`src/rtl/pc_sequencer_pkg.sv`:
```
// Shared definitions for the PC sequencer: word and displacement widths
// and the sequencer state encoding.
package pc_sequencer_pkg;

   localparam int WORD_W   = 32;
   localparam int DISP22_W = 22;
   localparam int DISP30_W = 30;

   typedef enum logic [1:0] {
      ST_BOOT  = 2'd0,
      ST_RUN   = 2'd1,
      ST_ANNUL = 2'd2
   } seq_state_t;

endpackage

```
`src/rtl/pc_sequencer_branch_target_calc.sv`:
```
// PC-relative branch/call target: sign-extend the word displacement to
// 30 bits, scale to bytes and add to pc (wraps modulo 2^32).
module branch_target_calc
   import pc_sequencer_pkg::*;
(
   input  logic [WORD_W-1:0]   pc,
   input  logic                disp_sel,
   input  logic [DISP30_W-1:0] disp,
   output logic [WORD_W-1:0]   target
);

   logic [DISP30_W-1:0] disp_ext;

   // disp22 is sign-extended from bit 21; disp30 already spans the full word range
   always_comb begin
      disp_ext = disp;
      if (!disp_sel)
         disp_ext = {{(DISP30_W-DISP22_W){disp[DISP22_W-1]}}, disp[DISP22_W-1:0]};
   end

   assign target = pc + {disp_ext, 2'b00};

endmodule

```
`src/rtl/pc_sequencer.sv`:
```
// SPARC-style delayed control transfer sequencer. pc/npc advance every
// non-stalled cycle; branches, JMPL and traps redirect npc (or both for a
// trap). The instruction in an annulled delay slot cannot redirect.
module pc_sequencer
   import pc_sequencer_pkg::*;
#(
   parameter logic [31:0] RESET_PC = 32'h0000_0000
) (
   input  logic        clk,
   input  logic        rst_n,
   input  logic        stall,
   input  logic        br_valid,
   input  logic        br_taken,
   input  logic        br_annul,
   input  logic        br_uncond,
   input  logic        disp_sel,
   input  logic [29:0] disp,
   input  logic        jmpl_valid,
   input  logic [31:0] jmpl_target,
   input  logic        trap_valid,
   input  logic [31:0] trap_vector,
   output logic [31:0] pc,
   output logic [31:0] npc,
   output logic        annul_slot,
   output logic        misalign_err
);

   seq_state_t  state;
   logic [31:0] br_target;
   logic [31:0] next_npc;
   logic        annul_next;
   logic        mis_next;
   logic        live;
   logic        taken_eff;

   branch_target_calc u_btc (
      .pc       (pc),
      .disp_sel (disp_sel),
      .disp     (disp),
      .target   (br_target)
   );

   // BA/CALL count as taken regardless of br_taken
   assign taken_eff = br_taken | br_uncond;
   // a squashed slot has no architectural effect, so its requests are dropped
   assign live      = (state != ST_ANNUL);

   // next-npc selection: jmpl beats branch; misaligned jmpl falls back to npc+4
   always_comb begin
      next_npc   = npc + 32'd4;
      annul_next = 1'b0;
      mis_next   = 1'b0;
      if (live) begin
         if (jmpl_valid) begin
            if (jmpl_target[1:0] == 2'b00)
               next_npc = jmpl_target;
            else
               mis_next = 1'b1;
         end else if (br_valid) begin
            if (taken_eff)
               next_npc = br_target;
            // untaken with a=1, or BA with a=1, squashes the slot; CALL never does
            annul_next = br_annul & (~taken_eff | (br_uncond & ~disp_sel));
         end
      end
   end

   // sequencer FSM with registered pc/npc/annul/misalign; trap overrides all but stall
   always_ff @(posedge clk or negedge rst_n) begin
      if (!rst_n) begin
         pc           <= RESET_PC;
         npc          <= RESET_PC + 32'd4;
         annul_slot   <= 1'b0;
         misalign_err <= 1'b0;
         state        <= ST_BOOT;
      end else if (stall) begin
         misalign_err <= 1'b0;
      end else if (trap_valid) begin
         pc           <= trap_vector;
         npc          <= trap_vector + 32'd4;
         annul_slot   <= 1'b0;
         misalign_err <= 1'b0;
         state        <= ST_RUN;
      end else begin
         pc           <= npc;
         npc          <= next_npc;
         annul_slot   <= annul_next;
         misalign_err <= mis_next;
         case (state)
            ST_BOOT, ST_RUN: state <= annul_next ? ST_ANNUL : ST_RUN;
            default:         state <= ST_RUN;
         endcase
      end
   end

endmodule
```
`config.mk`:
```
export PLATFORM = sky130hd
export DESIGN_NAME = pc_sequencer
export DESIGN_NICKNAME = d
export VERILOG_FILES = /design/src/rtl/pc_sequencer_pkg.sv /design/src/rtl/pc_sequencer_branch_target_calc.sv /design/src/rtl/pc_sequencer.sv
export SDC_FILE = /design/constraint.sdc
export NUM_CORES = 1
export LEC_CHECK = 0
export BUFFER_PORTS_ARGS = -buffer_cell sky130_fd_sc_hd__buf_2
export CAP_MARGIN = 10
export CORE_ASPECT_RATIO = 2
export CORE_UTILIZATION = 55
export CTS_CLUSTER_DIAMETER = 150
export CTS_CLUSTER_SIZE = 12
export DETAILED_ROUTE_END_ITERATION = 8
export PLACE_DENSITY = 0.83
export SETUP_SLACK_MARGIN = 0.4
export SYNTH_ARGS = -nofsm -noshare
export SYNTH_HDL_FRONTEND = slang
export SYNTH_SLANG_ARGS = --single-unit
```
`constraint.sdc`:
```
create_clock -name clk -period 3 [get_ports clk]
set_input_delay 0.75 -clock clk [delete_from_list [all_inputs] [get_ports clk]]
set_output_delay 0.75 -clock clk [all_outputs]
set_load 0.03 [all_outputs]
```
# Word-level counts from Yosys, hierarchy flattened
# Index checks and enable logic that the tools add are counted.
# word_totals
register_bits	68
inputBits	104
out_inout_bits	66
# op_classes
addsub	3
n_eq_ne	2
muxes	20
bitwise	6
n_reduce_logical	3
# ops
cell	count
$mux W32	7
$add A32 B3 Y32 const B	2
$add A32 B32 Y32	1
$mux W30	1
$mux W1	9
$mux W2	3
$logic_not A2 Y1	2
$and A1 B1 Y1	2
$eq A2 B1 Y1 const B	1
$ne A2 B2 Y1 const B	1
$not A1 Y1	2
$or A1 B1 Y1	2
$reduce_or A2 Y1	1

# Depth between registers and ports, before layout
# Gate-level depths: netlist of the first run.
# depth
ltp_word	10
ltp_mapped	14

# By module
# From an unflattened synthesis of the first run, not the netlist that was laid out.
# unflattened
cells_unflattened	887
area_unflattened_um2	6939.2
# by_module_without_submodules
module	instances	cells_each	area_per_inst_um2	seq_area_each_um2
pc_sequencer	1	613	5089.9	1702.9
branch_target_calc	1	274	1849.3	0.0

# Worst setup path before layout of the first run
# OpenSTA, ideal clock, no wires.
# synth_timing
path_kind	input-to-reg
start	in disp_sel
end	reg npc[30]
setup_time_ns	0.080
t_arrival_ns	3.274
path_slack_ns	-0.354
path_stages	13
path_buffers	3
cell_sequence	clkbuf_1 -> nand2b_1 -> clkbuf_1 -> nand2_1 -> ha_1 -> clkbuf_1 -> nand4_1 -> nor2_1 -> nand2_1 -> o21a_1 -> or4_1 -> a311o_1 -> o211ai_2
# synth_between
elab_chain_cells	7
# synth_rtl
element	line	source
start: declaration	pc_sequencer.sv:16	input logic disp_sel,
$mux W30	pc_sequencer_branch_target_calc.sv:17	if (!disp_sel)
$add A32 B32 Y32	pc_sequencer_branch_target_calc.sv:21	assign target = pc + {disp_ext, 2'b00};
$mux W32	pc_sequencer.sv:60	if (taken_eff)
$mux W32	pc_sequencer.sv:59	end else if (br_valid) begin
$mux W32	pc_sequencer.sv:54	if (jmpl_valid) begin
$mux W32	pc_sequencer.sv:53	if (live) begin
$mux W32	pc_sequencer.sv:78	end else if (trap_valid) begin
end signal: assignment	pc_sequencer.sv:72	npc <= RESET_PC + 32'd4;
end signal: assignment	pc_sequencer.sv:80	npc <= trap_vector + 32'd4;
end signal: assignment	pc_sequencer.sv:86	npc <= next_npc;
end: declaration	pc_sequencer.sv:23	output logic [31:0] npc,
# No other way between the ends.
# A chain may end at the register's enable or synchronous reset.

# Worst setup path after layout of the first run
# layout_timing
start	in disp[0]
end	reg npc[30]
# layout_between
elab_chain_cells	7
# layout_rtl
element	line	source
start: declaration	pc_sequencer.sv:17	input logic [29:0] disp,
$mux W30	pc_sequencer_branch_target_calc.sv:17	
$add A32 B32 Y32	pc_sequencer_branch_target_calc.sv:21	
$mux W32	pc_sequencer.sv:60	
$mux W32	pc_sequencer.sv:59	
$mux W32	pc_sequencer.sv:54	
$mux W32	pc_sequencer.sv:53	
$mux W32	pc_sequencer.sv:78	
# No other way between the ends.

==> results of run 1 <==
## layer usage
layer  up-vias  part of all wire  track usage
met1      3754              0.33        0.454
met4         0             0.086        0.332
met3       183             0.085       0.0661
met5         -                 0            0
li1       3604                 -            -
met2       598              0.50        0.747
## sequential cells by signal, summed over array words and instances (netlist names)
register      count
annul_slot        1
misalign_err      1
npc              32
pc               32
state             2
## synthesized netlist by cell type (3+ instances only)
master / instances / area [µm²]
sky130_fd_sc_hd__nor3b_1: 3 / 22.5
sky130_fd_sc_hd__nand2_1: 123 / 462
sky130_fd_sc_hd__nor2b_1: 6 / 37.5
sky130_fd_sc_hd__o221a_2: 3 / 33.8
sky130_fd_sc_hd__inv_1: 16 / 60.1
sky130_fd_sc_hd__nand2b_1: 4 / 25.0
sky130_fd_sc_hd__dfrtp_1: 67 / 1680
sky130_fd_sc_hd__a21oi_1: 70 / 350
sky130_fd_sc_hd__nand3_1: 25 / 125
sky130_fd_sc_hd__a311oi_1: 3 / 26.3
sky130_fd_sc_hd__a211oi_1: 12 / 90.1
sky130_fd_sc_hd__o221ai_1: 3 / 26.3
sky130_fd_sc_hd__nor3_1: 15 / 75.1
sky130_fd_sc_hd__a22oi_1: 10 / 75.1
sky130_fd_sc_hd__a221oi_1: 8 / 70.1
sky130_fd_sc_hd__o21ai_0: 93 / 465
sky130_fd_sc_hd__o21bai_1: 4 / 30.0
sky130_fd_sc_hd__a2111oi_0: 4 / 35.0
sky130_fd_sc_hd__nor4b_1: 4 / 35.0
sky130_fd_sc_hd__o31ai_1: 3 / 22.5
sky130_fd_sc_hd__and4_1: 11 / 96.3
sky130_fd_sc_hd__xnor2_1: 35 / 307
sky130_fd_sc_hd__or3_1: 6 / 37.5
sky130_fd_sc_hd__o22ai_1: 10 / 62.6
sky130_fd_sc_hd__clkbuf_1: 38 / 143
sky130_fd_sc_hd__a22o_1: 3 / 26.3
sky130_fd_sc_hd__a21o_1: 13 / 97.6
sky130_fd_sc_hd__xor2_1: 33 / 289
sky130_fd_sc_hd__mux2i_1: 35 / 350
sky130_fd_sc_hd__o21a_1: 9 / 67.6
sky130_fd_sc_hd__o211ai_1: 5 / 37.5
sky130_fd_sc_hd__and3_1: 15 / 93.8
sky130_fd_sc_hd__nor2_1: 49 / 184
sky130_fd_sc_hd__a222oi_1: 4 / 40.0
sky130_fd_sc_hd__nand4_1: 20 / 125
sky130_fd_sc_hd__o2111ai_1: 3 / 26.3
sky130_fd_sc_hd__ha_1: 31 / 388
sky130_fd_sc_hd__nor4_1: 7 / 43.8
sky130_fd_sc_hd__a31oi_1: 5 / 31.3
## layout make-up
| cell class | count | area share |
|---|---|---|
| multi-input cells | 714 | 0.564 |
| inverters | 16 | 0.00682 |
| well taps | 142 | 0.0202 |
| flip-flops and latches | 68 | 0.194 |
| repair buffers | 267 | 0.185 |
| clock buffers | 9 | 0.0256 |
| clock inverters | 7 | 0.00498 |
## path summary, 6_finish.rpt
path	depth (start not counted)	endpoint	slack (ns)
hold reg to reg	2	annul_slot	0.49
min in group clk	2	annul_slot	0.49
setup reg to reg	10	npc[30]	0.30
max in group asynchronous	2	npc[2]	2.18
setup / recovery	11	npc[30]	0.24
hold / removal	2	pc[7]	0.41
## where the power goes
| group | switching [mW] | leakage [nW] | total, mW | internal, mW |
|---|---|---|---|---|
| clock network | 0.455 | 0.131 | 1.01 | 0.555 |
| logic | 1.29 | 3.04 | 2.19 | 0.896 |
| registers | 0.201 | 0.824 | 1.25 | 1.05 |
## what timing repair did
| item | 4_1_cts | 5_1_grt |
|---|---|---|
| resized for setup | 24 | 35 |
| pin swaps | 13 | 20 |
| endpoints found under the setup margin | 15 | 15 |
| buffers inserted | 3 | 11 |
## through the flow
stage,std cells,instance area (µm²)
after floorplan,839,6670
after global placement,1193,8140
after detailed placement,1193,8140
after CTS,1212,8570
after global routing,1223,8800
final,1223,8800
## worst max-delay path, cell delays in order
cell and delay (ns):
sky130_fd_sc_hd__buf_6 0.08, sky130_fd_sc_hd__ha_4 0.13, sky130_fd_sc_hd__fa_2 0.23, sky130_fd_sc_hd__a211oi_4 0.08, sky130_fd_sc_hd__o21a_4 0.21, sky130_fd_sc_hd__a211oi_4 0.38, sky130_fd_sc_hd__o21ai_4 0.16, sky130_fd_sc_hd__o21a_1 0.20
sky130_fd_sc_hd__or4_1 0.40, sky130_fd_sc_hd__a311o_1 0.33, sky130_fd_sc_hd__o211ai_2 0.07
## cell families after synthesis
group | count (synthesis) | synth area share
muxes | 35 | 0.0540
adders and majority gates | 32 | 0.0629
xor gates and xnor gates | 68 | 0.0918
buffers and inverters | 57 | 0.0332
and+or+nand+nor | 294 | 0.217
DFF | 68 | 0.262
AOI/OAI and AO/OA | 285 | 0.279
==> flow_summary.ini, run 1 <==
[floorplanning]
start_util = 0.568
die_height_um = 156
floorplan.rows = 55
core-area_um2 = 11400
die_w_um = 78.8
pin_count = 170
design.die.area_um2 = 12300

[synth]
synth_seq_area_share = 0.262
syn_area_um2 = 6490
synth.lib_cells_used.distinct = 63
syn-instance-count = 839
ys_ff_latch = 68
synthesis.yosys.warnings = 0
synth_edf_count = 0
synth_area_per_cell_um2 = 7.73
synth_fp_nets = 975
async_reset_ff_frac = 1.00
synth_top_flop_cell = sky130_fd_sc_hd__dfrtp_1

[worst_setup_path]
reg2reg_from = pc[2]
crit_path_start = disp[0]
cp_data_required_time_ns = 3.27
data_arrival_time_of_the_critical_path_ns = 3.03
worstSetupEndpointType = flop
worst-path-max-fanout = 4
setup.worst_path.start_class = input pin
criticalPathCategory = in2reg

[clock_network]
clock_sink_count = 68
cts_buffers = 9
cts.htree.levels = 3
clkLatencyLatePin_ns = 0.35
cts_tree = done
clk_transition_reported_paths_ns = 0.06
cts_hold_buffers = 0
worst_case_clock_buffer_depth = 2
root_buffer = sky130_fd_sc_hd__clkbuf_16

[detailed_routing]
routed_wirelength_mm = 26.6
detail_route.drc_violations = 0
drt.antenna.violating_nets = 0
detail_route.iter0.violations = 888
firstDrtPassIters = 6
viasPerCell = 6.65
wl_per_cell_um = 21.7
vias = 8139

[sta]
grt_setup_unrepaired = true
fin_tns_setup_ns = 0
slew_headroom = 0.584
final-max-slew-violation-count = 0
final.hold.worst_slack_ns = 0.413
fin_skew_ns = 0.00708
min_period_ns = 2.76
worst_setup_margin_ns = 0.237
max_freq_mhz = 362
transition_time_at_the_pin_with_the_least_slew_margin_ns = 0.622
report.final.setup_viol = 0
final_hold_viol_count = 0
min_period_over_period = 0.921

[layout]
layout_commonest_cell = sky130_fd_sc_hd__buf_2
fin_util = 0.771
highest_count_cells_in_the_layout_ignoring_fill_and_taps = 165 x sky130_fd_sc_hd__buf_2, 122 x sky130_fd_sc_hd__nand2_1, 95 x sky130_fd_sc_hd__buf_4, 77 x sky130_fd_sc_hd__o21ai_0, 66 x sky130_fd_sc_hd__dfrtp_1
antenna_cells = 0
nNetsFinal = 1212
multiInputGateArea_um2 = 4960
area_growth_pct = 35.7
area.sequential_um2 = 1700
layout-drive-gt1-share = 0.324
fillers = 918

[power]
total_leakage_power_nw = 4.00
ir_worst_vdd_v = 0.000354
totalPowerFinal_mw = 4.45
p_per_area_nw_per_um2 = 505

[global_routing]
vias_in_the_first_global_route = 7816
grt_first_pass_wirelength_mm = 39.9
largest_net_degree_at_the_start_of_global_routing = 69
globalRouteTotalUtil = 0.430
globalRoute.totalOverflow = 0
antenna_found_initial = 0

[placed_design]
post-dp-hpwl_mm = 19.4
gp_congestion = 1.01
io_buffers = 169
pre_cts_ws_ns = -0.202

[job]
cap_viol_max_count = 0

[status]
result_of_the_run = finished clean

[worst_hold_path]
timing.hold.worst.class = in2async
(Power assumes the default switching activity.)
==> run 2, diff against run 1 <==
--- a/config.mk
+++ b/config.mk
@@ -12,7 +12,7 @@
 export CTS_CLUSTER_DIAMETER = 150
 export CTS_CLUSTER_SIZE = 12
 export DETAILED_ROUTE_END_ITERATION = 8
-export PLACE_DENSITY = 0.83
+export PLACE_DENSITY = 0.9
 export SETUP_SLACK_MARGIN = 0.4
 export SYNTH_ARGS = -nofsm -noshare
 export SYNTH_HDL_FRONTEND = slang
==> run 2 against run 1 <==
Against the previous run: sequential share of layout area shrank 0.15 points; total power rose by 4.2%; clock skew grew 0.0012 ns; global-route usage rose by 0.62 points; cell count fell by 0.16%; non-clock buffer count shrank 2; critical path depth is the same; highest routed layer unchanged.
==> flow_summary.ini, run 2 (synthesized netlist as in run 1, its figures left out) <==
[status]
result_of_the_run = finished clean

[clock_network]
clkLatencyLatePin_ns = 0.34
root_buffer = sky130_fd_sc_hd__clkbuf_16
cts_tree = done
clock_sink_count = 68
worst_case_clock_buffer_depth = 2
cts_buffers = 9
cts.htree.levels = 3
clk_transition_reported_paths_ns = 0.06

[worst_setup_path]
reg2reg_capture_point = npc[30]
criticalPathCategory = in2reg
setup.worst_path.start_class = input pin
worst-path-max-fanout = 4
reg2reg_from = pc[6]
rr_worst_depth = 9
reg2reg_slack_ns = 0.25
data_arrival_time_of_the_critical_path_ns = 3.02
cp_data_required_time_ns = 3.27
worstSetupEndpointType = flop

[floorplanning]
die_w_um = 78.8
core-area_um2 = 11400
design.die.area_um2 = 12300
floorplan.rows = 55
die_height_um = 156
start_util = 0.568
pin_count = 170

[placed_design]
place.detailed.instances = 1196
gp_congestion = 0.988
placed_area_um2 = 8160
io_buffers = 169
post-dp-hpwl_mm = 19.6
pre_cts_ws_ns = -0.223

[power]
totalPowerFinal_mw = 4.64
ir_worst_vdd_v = 0.000353
total_leakage_power_nw = 4.07
p_per_area_nw_per_um2 = 523

[detailed_routing]
firstDrtPassIters = 6
vias = 8204
routed_wirelength_mm = 26.8
detail_route.drc_violations = 0
drt.antenna.violating_nets = 0
wl_per_cell_um = 22.0
viasPerCell = 6.72
detail_route.iter0.violations = 1003

[layout]
fin_util = 0.776
stdcell_area_um2 = 8860
fillers = 854
reg_top3 = npc (32), pc (32), state (2)
layout_commonest_cell = sky130_fd_sc_hd__buf_2
antenna_cells = 0
area.sequential_um2 = 1700
multiInputGateArea_um2 = 4990
highest_count_cells_in_the_layout_ignoring_fill_and_taps = 164 x sky130_fd_sc_hd__buf_2, 121 x sky130_fd_sc_hd__nand2_1, 94 x sky130_fd_sc_hd__buf_4, 76 x sky130_fd_sc_hd__o21ai_0, 67 x sky130_fd_sc_hd__dfrtp_1
nNetsFinal = 1210
layout-drive-gt1-share = 0.325
finish.cell_count_without_fillers = 1221
area_growth_pct = 36.6

[global_routing]
largest_net_degree_at_the_start_of_global_routing = 89
vias_in_the_first_global_route = 8047
globalRouteTotalUtil = 0.436
grt_first_pass_wirelength_mm = 40.7
globalRoute.totalOverflow = 0
antenna_found_initial = 0

[sta]
fin_tns_setup_ns = 0
transition_time_at_the_pin_with_the_least_slew_margin_ns = 1.04
min_period_over_period = 0.916
worst_setup_margin_ns = 0.252
max_freq_mhz = 364
slew_headroom = 0.302
final_hold_viol_count = 0
final-max-slew-violation-count = 0
grt_setup_unrepaired = true
fin_skew_ns = 0.00823
final.hold.worst_slack_ns = 0.416
report.final.setup_viol = 0
min_period_ns = 2.75

[worst_hold_path]
timing.hold.worst.class = in2async

[job]
cap_viol_max_count = 0
## run 2: repair_timing
action                     CTS  global route
pin swaps                   20            26
cloned                       0             0
setup endpoints to repair   17            16
buffers inserted             3             6
gates resized for setup     20            40
hold buffers                 0             0
## run 2: layout make-up
class / count / area share
multi-input cells: 714 / 0.563
flip-flops and latches: 68 / 0.192
repair buffers: 265 / 0.183
clock buffers: 9 / 0.0254
well taps: 142 / 0.0200
clock inverters: 7 / 0.0103
inverters: 16 / 0.00678
## run 2: metal layers
metal	global-route usage	vias to the layer above	wire [µm]
met4	0.337	0	2540
li1	-	3604	-
met2	0.751	609	13300
met5	0	-	0
met3	0.0953	213	2340
met1	0.449	3778	8640
## run 2: power breakdown
| group | switching (mW) | internal [mW] | leakage, nW |
|---|---|---|---|
| Sequential | 0.196 | 1.05 | 0.825 |
| Combinational | 1.32 | 0.907 | 3.09 |
| Clock | 0.443 | 0.725 | 0.155 |
## run 2: worst max path at each step
stage,slack [ns],end,depth (start not counted),from
floorplan,0.05,npc[30],13,disp_sel
global placement,-0.19,npc[30],11,disp[0]
detailed placement,-0.22,npc[30],11,disp[0]
CTS,0.27,npc[30],11,disp[0]
global route,0.21,npc[30],9,pc[6]
finish,0.25,npc[30],11,disp[0]
## run 2: critical path, cell delays in order
cell                       delay [ns]
sky130_fd_sc_hd__buf_8           0.07
sky130_fd_sc_hd__ha_4            0.13
sky130_fd_sc_hd__fa_2            0.23
sky130_fd_sc_hd__a211oi_4        0.08
sky130_fd_sc_hd__o21a_4          0.22
sky130_fd_sc_hd__a211oi_4        0.38
sky130_fd_sc_hd__o21ai_4         0.15
sky130_fd_sc_hd__o21a_1          0.20
sky130_fd_sc_hd__or4_1           0.40
sky130_fd_sc_hd__a311o_1         0.34
sky130_fd_sc_hd__o211ai_2        0.07
==> run 3, diff against run 2 <==
==> constraint.sdc (replaced) <==
create_clock -name clk -period 3 [get_ports clk]
set_input_delay 0.3 -clock clk [delete_from_list [all_inputs] [get_ports clk]]
set_output_delay 0.3 -clock clk [all_outputs]
set_load 0.03 [all_outputs]
==> run 3 against run 2 <==
Against the previous run: global-route usage is 1.9 points lower; sequential cell count is the same; setup slack worse by 0.030 ns; worst hold slack worse by 0.15 ns; first-iteration DRC count up 11%; register-to-register slack got worse by 0.03 ns; die area unchanged; utilization decreased by 3.2 points; sequential power about the same.
==> flow_summary.ini, run 3 (synthesized netlist as in run 1, its figures left out) <==
[status]
result_of_the_run = finished clean

[global_routing]
gr-max-usage-layer = met2
globalRouteTotalUtil = 0.417
globalRoute.totalOverflow = 0
use_met1 = 0.448
grt_first_pass_wirelength_mm = 39.2
largest_net_degree_at_the_start_of_global_routing = 87
grtUsageMet2 = 0.709
vias_in_the_first_global_route = 7793
antenna_found_initial = 0
use_met3 = 0.0725

[sta]
final-max-slew-violation-count = 0
min_period_over_period = 0.926
final.hold.worst_slack_ns = 0.263
max_freq_mhz = 360
report.final.setup_viol = 0
transition_time_at_the_pin_with_the_least_slew_margin_ns = 0.983
fin_skew_ns = 0.0112
grt_setup_unrepaired = true
final_hold_viol_count = 0
fin_tns_setup_ns = 0
min_period_ns = 2.78
slew_headroom = 0.343

[floorplanning]
core-area_um2 = 11400
floorplan.rows = 55
design.die.area_um2 = 12300
die_height_um = 156
start_util = 0.568
die_w_um = 78.8
pin_count = 170

[worst_setup_path]
timing.critical_path.slowest_stage_cell = sky130_fd_sc_hd__dfrtp_2
data_arrival_time_of_the_critical_path_ns = 2.99
criticalPathCategory = reg2reg
crit_chain = ha_4, fa_2, a211oi_2, o21a_4, a211oi_4, buf_4, o41ai_4, buf_4, nor4b_1, o31ai_1, o211ai_1
worstSetupEndpointType = flop
setup.worst_path.start_class = flop
slowest_delay_ns = 0.43
worstPathBufferInverterCount = 2
worst-path-max-fanout = 3
crit_path_top_cell_by_count = sky130_fd_sc_hd__buf_4
family_of_cells_with_the_greatest_summed_delay_on_the_critical_path = compound AO/OA/AOI/OAI gates
cp_data_required_time_ns = 3.21

[detailed_routing]
viasPerCell = 6.87
drt.antenna.violating_nets = 0
detail_route.drc_violations = 0
wl_per_cell_um = 21.9
detail_route.iter0.violations = 1111
vias = 8102
routed_wirelength_mm = 25.8
firstDrtPassIters = 8

[layout]
highest_count_cells_in_the_layout_ignoring_fill_and_taps = 168 x sky130_fd_sc_hd__buf_2, 122 x sky130_fd_sc_hd__nand2_1, 85 x sky130_fd_sc_hd__o21ai_0, 67 x sky130_fd_sc_hd__a21oi_1, 59 x sky130_fd_sc_hd__dfrtp_1
finish.cell_count_without_fillers = 1179
nNetsFinal = 1168
layout_commonest_cell = sky130_fd_sc_hd__buf_2
antenna_cells = 0
area_growth_pct = 31.0
layout-drive-gt1-share = 0.291
reg_top3 = npc (32), pc (32), state (2)

[worst_hold_path]
timing.hold.worst.class = in2reg

[placed_design]
gp_congestion = 1.00
io_buffers = 169
place.detailed.instances = 1141
post-dp-hpwl_mm = 18.4

[power]
total_leakage_power_nw = 3.80
ir_worst_vdd_v = 0.000354
totalPowerFinal_mw = 4.53
p_per_area_nw_per_um2 = 533

[clock_network]
worst_case_clock_buffer_depth = 2
clkLatencyLatePin_ns = 0.35
cts_tree = done
root_buffer = sky130_fd_sc_hd__clkbuf_16
clk_transition_reported_paths_ns = 0.06
cts.htree.levels = 3
clock_sink_count = 68
cts_buffers = 9

[job]
cap_viol_max_count = 0
==> run 3: final cells by class <==
cell class / count / area, µm²
multi-input combinational: 714 / 4950
fill: 885 / 2930
sequential: 68 / 1710
timing repair buffer: 223 / 1270
clock buffer: 12 / 256
tap: 142 / 178
clock inverter: 4 / 72.6
inverter: 16 / 60.1
==> run 3: worst min-delay path, stage by stage <==
cell and delay (ns):
sky130_fd_sc_hd__buf_2 0.09, sky130_fd_sc_hd__o22ai_1 0.06, sky130_fd_sc_hd__a21oi_1 0.11
==> run 3: final timing paths <==
kind	cells after the start	slack, ns	end	from
min in group asynchronous	2	0.38	pc[11]	rst_n
hold / removal	3	0.26	npc[1]	trap_vector[1]
hold reg to reg	2	0.48	annul_slot	annul_slot
max in group asynchronous	3	1.83	pc[25]	rst_n
setup reg to reg	11	0.22	npc[24]	pc[2]
setup / recovery	11	0.22	npc[24]	pc[2]
==> run 3: power breakdown <==
part	switching [mW]	total [mW]	internal [mW]
registers	0.205	1.26	1.05
clock network	0.452	1.23	0.773
logic	1.25	2.05	0.800
total	1.91	4.53	2.62
==> run 3: per-stage QoR <==
stage          cell area [µm²]  utilization  setup slack, ns
2_1_floorplan             6600            -            0.340
3_3_place_gp              7720        0.676            0.243
3_5_place_dp              7720        0.676            0.198
4_1_cts                   8200        0.718            0.300
5_1_grt                   8500        0.744            0.124
6_report                  8500        0.744            0.222
==> run 3: repair_timing <==
action | CTS | global route
pin swaps | 14 | 23
endpoints found under the setup margin | 8 | 16
buffers inserted | 6 | 15
gates resized for setup | 20 | 38
hold buffers | 1 | 0
endpoints found under the hold margin | 10 | 0
==> run 3: per-layer routing <==
metal / vias up / part of all wire
met1: 3695 / 0.32
met5: - / 0
met3: 214 / 0.098
met4: 0 / 0.090
li1: 3524 / -
met2: 669 / 0.49
